$ cat config.mk
export PLATFORM = sky130hd
export DESIGN_NAME = envelope_gen_flat
export DESIGN_NICKNAME = d
export VERILOG_FILES = /design/src/rtl/envelope_gen_if.sv /design/src/rtl/envelope_gen.sv /design/src/flat_wrapper.sv
export SDC_FILE = /design/constraint.sdc
export NUM_CORES = 1
export LEC_CHECK = 0
export ABC_AREA = 1
export CORE_UTILIZATION = 45
export CTS_CLUSTER_DIAMETER = 120
export DETAILED_ROUTE_END_ITERATION = 12
export GPL_TIMING_DRIVEN = 0
export HOLD_SLACK_MARGIN = 0.06
export SLEW_MARGIN = 20
export SYNTH_ARGS = -nofsm -noshare
export SYNTH_HDL_FRONTEND = slang
export SYNTH_SLANG_ARGS = --single-unit
$ cat constraint.sdc
create_clock -name clk -period 13.2 [get_ports clk]
set_input_delay 2.64 -clock clk [delete_from_list [all_inputs] [get_ports clk]]
set_output_delay 2.64 -clock clk [all_outputs]
set_load 0.03 [all_outputs]
$ cat src/rtl/envelope_gen_if.sv
// Sample/note bus between the sine source, melody sequencer and envelope stage.
// The DUT takes the slave side; the driver of note events and samples takes the master side.
interface envelope_gen_if #(
  parameter int N = 8
) ();
  logic         sample_en;
  logic         note_on;
  logic         note_off;
  logic [N-1:0] pos_in;
  logic [N-1:0] neg_in;
  logic [N-1:0] pos_out;
  logic [N-1:0] neg_out;
  logic         busy;
  logic [1:0]   state;

  modport master (
    output sample_en, note_on, note_off, pos_in, neg_in,
    input  pos_out, neg_out, busy, state
  );

  modport slave (
    input  sample_en, note_on, note_off, pos_in, neg_in,
    output pos_out, neg_out, busy, state
  );
endinterface

$ cat src/rtl/envelope_gen.sv
// Attack/sustain/release amplitude envelope applied to the pos/neg half-wave samples.
// Gain steps once per sample strobe; note events move the state without touching gain.
module envelope_gen #(
  parameter int N            = 8,
  parameter int G            = 8,
  parameter int ATTACK_STEP  = 16,
  parameter int RELEASE_STEP = 8
) (
  input  logic           clk,
  input  logic           reset,
  envelope_gen_if.slave  bus
);
  typedef enum logic [1:0] {
    IDLE    = 2'b00,
    ATTACK  = 2'b01,
    SUSTAIN = 2'b10,
    RELEASE = 2'b11
  } state_t;

  localparam logic [G-1:0] GMAX  = {G{1'b1}};
  localparam logic [G:0]   ASTEP = (G+1)'(ATTACK_STEP);
  localparam logic [G:0]   RSTEP = (G+1)'(RELEASE_STEP);

  state_t       state_q, state_d;
  logic [G-1:0] gain_q, gain_d;
  logic [N-1:0] pos_p1, neg_p1;

  // Sum held in G+1 bits so the carry flags overflow instead of wrapping
  function automatic logic [G-1:0] sat_add(input logic [G-1:0] g);
    logic [G:0] s;
    s = {1'b0, g} + ASTEP;
    return s[G] ? GMAX : s[G-1:0];
  endfunction

  function automatic logic [G-1:0] sat_sub(input logic [G-1:0] g);
    logic [G:0] d;
    d = {1'b0, g} - RSTEP;
    return d[G] ? '0 : d[G-1:0];
  endfunction

  // Full-scale gain passes the sample through untouched rather than losing 1 LSB
  function automatic logic [N-1:0] scale(input logic [N-1:0] x, input logic [G-1:0] g);
    logic [N+G-1:0] prod;
    prod = {{G{1'b0}}, x} * {{N{1'b0}}, g};
    return (g == GMAX) ? x : prod[N+G-1:G];
  endfunction

  always_comb begin
    state_d = state_q;
    gain_d  = gain_q;
    if (bus.note_on) begin
      state_d = ATTACK;
    end else if (bus.note_off && (state_q == ATTACK || state_q == SUSTAIN)) begin
      state_d = RELEASE;
    end else if (bus.sample_en) begin
      case (state_q)
        ATTACK: begin
          gain_d = sat_add(gain_q);
          if (gain_d == GMAX) state_d = SUSTAIN;
        end
        SUSTAIN: gain_d = GMAX;
        RELEASE: begin
          gain_d = sat_sub(gain_q);
          if (gain_d == '0) state_d = IDLE;
        end
        default: gain_d = '0;
      endcase
    end
  end

  // Stage p1: registered scaled samples, using the gain from before this edge
  always_ff @(posedge clk or posedge reset) begin
    if (reset) begin
      state_q <= IDLE;
      gain_q  <= '0;
      pos_p1  <= '0;
      neg_p1  <= '0;
    end else begin
      state_q <= state_d;
      gain_q  <= gain_d;
      if (bus.sample_en) begin
        pos_p1 <= scale(bus.pos_in, gain_q);
        neg_p1 <= scale(bus.neg_in, gain_q);
      end
    end
  end

  assign bus.pos_out = pos_p1;
  assign bus.neg_out = neg_p1;
  assign bus.state   = state_q;
  assign bus.busy    = (state_q != IDLE);
endmodule
$ cat src/flat_wrapper.sv
// flat-port wrapper written by rule: the top's interface ports become plain ports
module envelope_gen_flat 
#(
  parameter int N            = 8,
  parameter int G            = 8,
  parameter int ATTACK_STEP  = 16,
  parameter int RELEASE_STEP = 8
)
  (clk, reset, bus_sample_en, bus_note_on, bus_note_off, bus_pos_in, bus_neg_in, bus_pos_out, bus_neg_out, bus_busy, bus_state);
  envelope_gen_if #(.N(N)) bus_i ();
  input  logic clk;
  input  logic reset;
  input wire logic [$bits(bus_i.sample_en)-1:0] bus_sample_en;
  input wire logic [$bits(bus_i.note_on)-1:0] bus_note_on;
  input wire logic [$bits(bus_i.note_off)-1:0] bus_note_off;
  input wire logic [$bits(bus_i.pos_in)-1:0] bus_pos_in;
  input wire logic [$bits(bus_i.neg_in)-1:0] bus_neg_in;
  output wire logic [$bits(bus_i.pos_out)-1:0] bus_pos_out;
  output wire logic [$bits(bus_i.neg_out)-1:0] bus_neg_out;
  output wire logic [$bits(bus_i.busy)-1:0] bus_busy;
  output wire logic [$bits(bus_i.state)-1:0] bus_state;
  assign bus_i.sample_en = bus_sample_en;
  assign bus_i.note_on = bus_note_on;
  assign bus_i.note_off = bus_note_off;
  assign bus_i.pos_in = bus_pos_in;
  assign bus_i.neg_in = bus_neg_in;
  assign bus_pos_out = bus_i.pos_out;
  assign bus_neg_out = bus_i.neg_out;
  assign bus_busy = bus_i.busy;
  assign bus_state = bus_i.state;
  envelope_gen #(.N(N), .G(G), .ATTACK_STEP(ATTACK_STEP), .RELEASE_STEP(RELEASE_STEP)) u_core (.clk(clk), .reset(reset), .bus(bus_i));
endmodule
==> reports/qor.yml <==
detailed_routing:
  drc_errors: 0
  dr.pass1.iters: 5
  vias: 5271
  drtAntennaViolNets: 0
  drt_iter0_drc: 240
  drt_wl_total_um: 14850
  vias_per_cell: 4.715
  detail_route.wl_per_cell_um: 13.29
timing:
  holdWs_ns: 0.4787
  slew-limit-headroom_pct: 57.21
  slew_viol_final: 0
  setup_violations: 0
  setup_tns_ns: 0
  tightest_slew_ns: 0.6418
  clock.fmax_ghz: 0.1522
  final_hold_viol_count: 0
  skew_ns: 0.004043
  rsz0062_at_grt: "no"
  fin_crit_sh_pct: 49.76
  fin_crit_ns: 6.569
  finalWorstSetupSlack_ns: 6.631
setup_path:
  path_class: "in -> reg"
  cpPeakStageDelay_ns: 0.56
  setup.worst_path.end_class: "flip-flop"
  slowest_stage: "fa_1"
  path_cells: "clkbuf_1, nand2_1, inv_1, fa_1, fa_1, fa_1, inv_1, fa_1, inv_1, ha_1, nand2_1, inv_1, nand2_1, nand2_1, a21oi_1, nand2_1, nand2_1, nand3_1, nand2_1, nand2_1"
  cp.arrival_ns: 6.73
  cp.required_ns: 13.36
  cp_max_fo: 9
  cp_common_cell: "nand2_1"
  start_kind: "input pin"
clocking:
  holdBufCountCts: 0
  tritoncts: "done"
  cts.reportedPaths.clkPinSlew_ns: 0.07
  cts_root_buf: "clkbuf_16"
  post_cts.repair.setup_buffers: 0
  htree_levels: 1
  clock_path_buffers: 2
  worstSkewPairLatency_ns: 0.26
  cts.sinks: 26
  cts_resized: 0
  cts_buffers: 3
yosys:
  synth_cell_types: 39
  ys_warn_count: 0
  ys_seq_elements: 26
  syn-num-nets: 1082
  syn_avg_cell_area_um2: 6.721
  netlist_instances: 917
  synth.yosys.seq_area_share_pct: 10.56
  netlist_area_mm2: 0.006163
global_route:
  grt_antenna_before_repair: 0
  grt.total_usage_pct: 22.86
  grt_first_pass_wirelength_um: 25900
  grt_max_degree: 27
  first_global_vias: 5315
  grt_overflow: 0
finish:
  drive_gt1_share_pct: 3.715
  fin_area_mm2: 0.006679
  nNetsFinal: 1109
  final_cell_mix: "283 x nand2_1, 246 x inv_1, 74 x ha_1, 70 x fa_1, 45 x nand3_1"
  mostFrequentLayoutCell: "nand2_1"
  n_antenna_cell: 0
  areaGrowthSynthToFinish_pct: 8.364
power_and_ir_drop:
  seqPwrFrac_pct: 8.0
  p_int_uw: 703.0
  switching_power_uw: 996.6
  leakagePower_uw: 0.004474
  total_power_uw: 1700
  p_comb_share_pct: 87.9
  switching_share_pct: 58.64
  cellPowerDensity_mw_per_mm2: 254.5
  ir_worst_vdd_v: 0.0001572
  clockPowerShare_pct: 4.1
die:
  core_area_mm2: 0.01330
  dieHeight_um: 119.0
  dieArea_mm2: 0.01417
  io_pins: 40
  fp-row-count: 42
  start_util_pct: 46.36
  die_w_um: 119.0
placed_design:
  placedInstanceArea_mm2: 0.006604
  place_ws_ns: 6.361
  port_buffers: 22
  hpwlAfterDp_um: 12260
  gp_congestion: 0.8892
run_status:
  status: "complete, no violations"
run:
  max_cap_violations: 0
worst_hold_path:
  min_path_type: "reg -> reg"
[registers in the layout, summed over array words and instances, names as in the netlist]
register	flops
u_core.bus.state	2
u_core.bus.neg_out	8
u_core.bus.pos_out	8
u_core.gain_q	8
[final timing paths]
path                                  startpoint                     to  slack (ns)  cells past startpoint
min in group asynchronous                  reset    u_core.bus.state[0]        2.75                      2
hold / removal             u_core.bus.pos_out[5]  u_core.bus.pos_out[5]        0.48                      2
max in group asynchronous                  reset       u_core.gain_q[1]       10.06                      2
setup reg to reg                u_core.gain_q[2]  u_core.bus.pos_out[0]        8.35                     17
setup / recovery                   bus_neg_in[2]  u_core.bus.neg_out[7]        6.63                     20
hold reg to reg            u_core.bus.pos_out[5]  u_core.bus.pos_out[5]        0.48                      2
[cell type report]
cell class                      instances  area, um^2
Multi-Input combinational cell        601        4370
Timing Repair Buffer                   22       220.2
Clock buffer                            3       75.07
Fill cell                            1381        6616
Tap cell                              176       220.2
Sequential cell                        26       650.6
Inverter                              251       947.2
Buffer                                 39       195.2
[stage by stage]
stage	utilization [%]	cells
after floorplan	-	917
after global placement	49.67	1115
after detailed placement	49.67	1115
after CTS	50.24	1118
after global routing	50.24	1118
final	50.24	1118
[critical path: cells and delay by family]
| family | cells | cell delay, ns |
|---|---|---|
| buffers and inverters | 5 | 0.71 |
| adder cells (fa/ha/maj) | 5 | 2.39 |
| AND/OR/NAND/NOR | 9 | 0.79 |
| AO/OA/AOI/OAI | 1 | 0.18 |
[layer usage]
metal  global-route usage, %  share of wire (%)  wire length (um)  up-vias
met5                       0                  0                 0        -
met4                   2.848               0.77               114        0
met3                   1.916                3.0               447       12
met2                   40.92                 49              7211       89
met1                   30.65                 48              7081     2426
li1                        -                  -                 -     2744
[power groups by stage]
stage	sequential, uW	combinational, uW	clock, uW
2_1_floorplan	175	1100	0
3_3_place_gp	137	1490	0
3_5_place_dp	137	1500	0
4_1_cts	137	1510	69.6
5_1_grt	140	1750	72.1
6_report	137	1490	68.9
[cell families (layout without fill, tap and decap cells)]
| family | Yosys count | in the layout | share of synthesized area [%] |
|---|---|---|---|
| AND/OR/NAND/NOR | 378 | 378 | 25.29 |
| AO/OA/AOI/OAI | 73 | 73 | 7.004 |
| adder cells (fa/ha/maj) | 144 | 144 | 37.76 |
| flip-flops | 26 | 26 | 10.56 |
| buffers and inverters | 290 | 315 | 18.53 |
| XOR/XNOR | 6 | 6 | 0.8526 |
[synthesized netlist by cell type (all sizes together)]
| cell type | number | share of area (%) |
|---|---|---|
| nand3 | 46 | 3.8 |
| buf | 14 | 1.6 |
| clkbuf | 25 | 1.5 |
| nor2 | 35 | 2.3 |
| nand4 | 4 | 0.65 |
| inv | 251 | 15 |
| a31o | 4 | 0.57 |
| and2 | 1 | 0.10 |
| fa | 70 | 23 |
| a21o | 3 | 0.37 |
| ha | 74 | 15 |
| o21ai | 35 | 3.0 |
| xor2 | 5 | 0.71 |
| nand2 | 286 | 18 |
| o21bai | 9 | 1.2 |
| nor3 | 3 | 0.43 |
| dfrtp | 26 | 11 |
| o211ai | 1 | 0.12 |
| xnor2 | 1 | 0.14 |
| o22ai | 3 | 0.30 |
| nand3b | 2 | 0.24 |
| or2 | 1 | 0.10 |
| a21oi | 18 | 1.5 |
(Power assumes the default switching activity.)
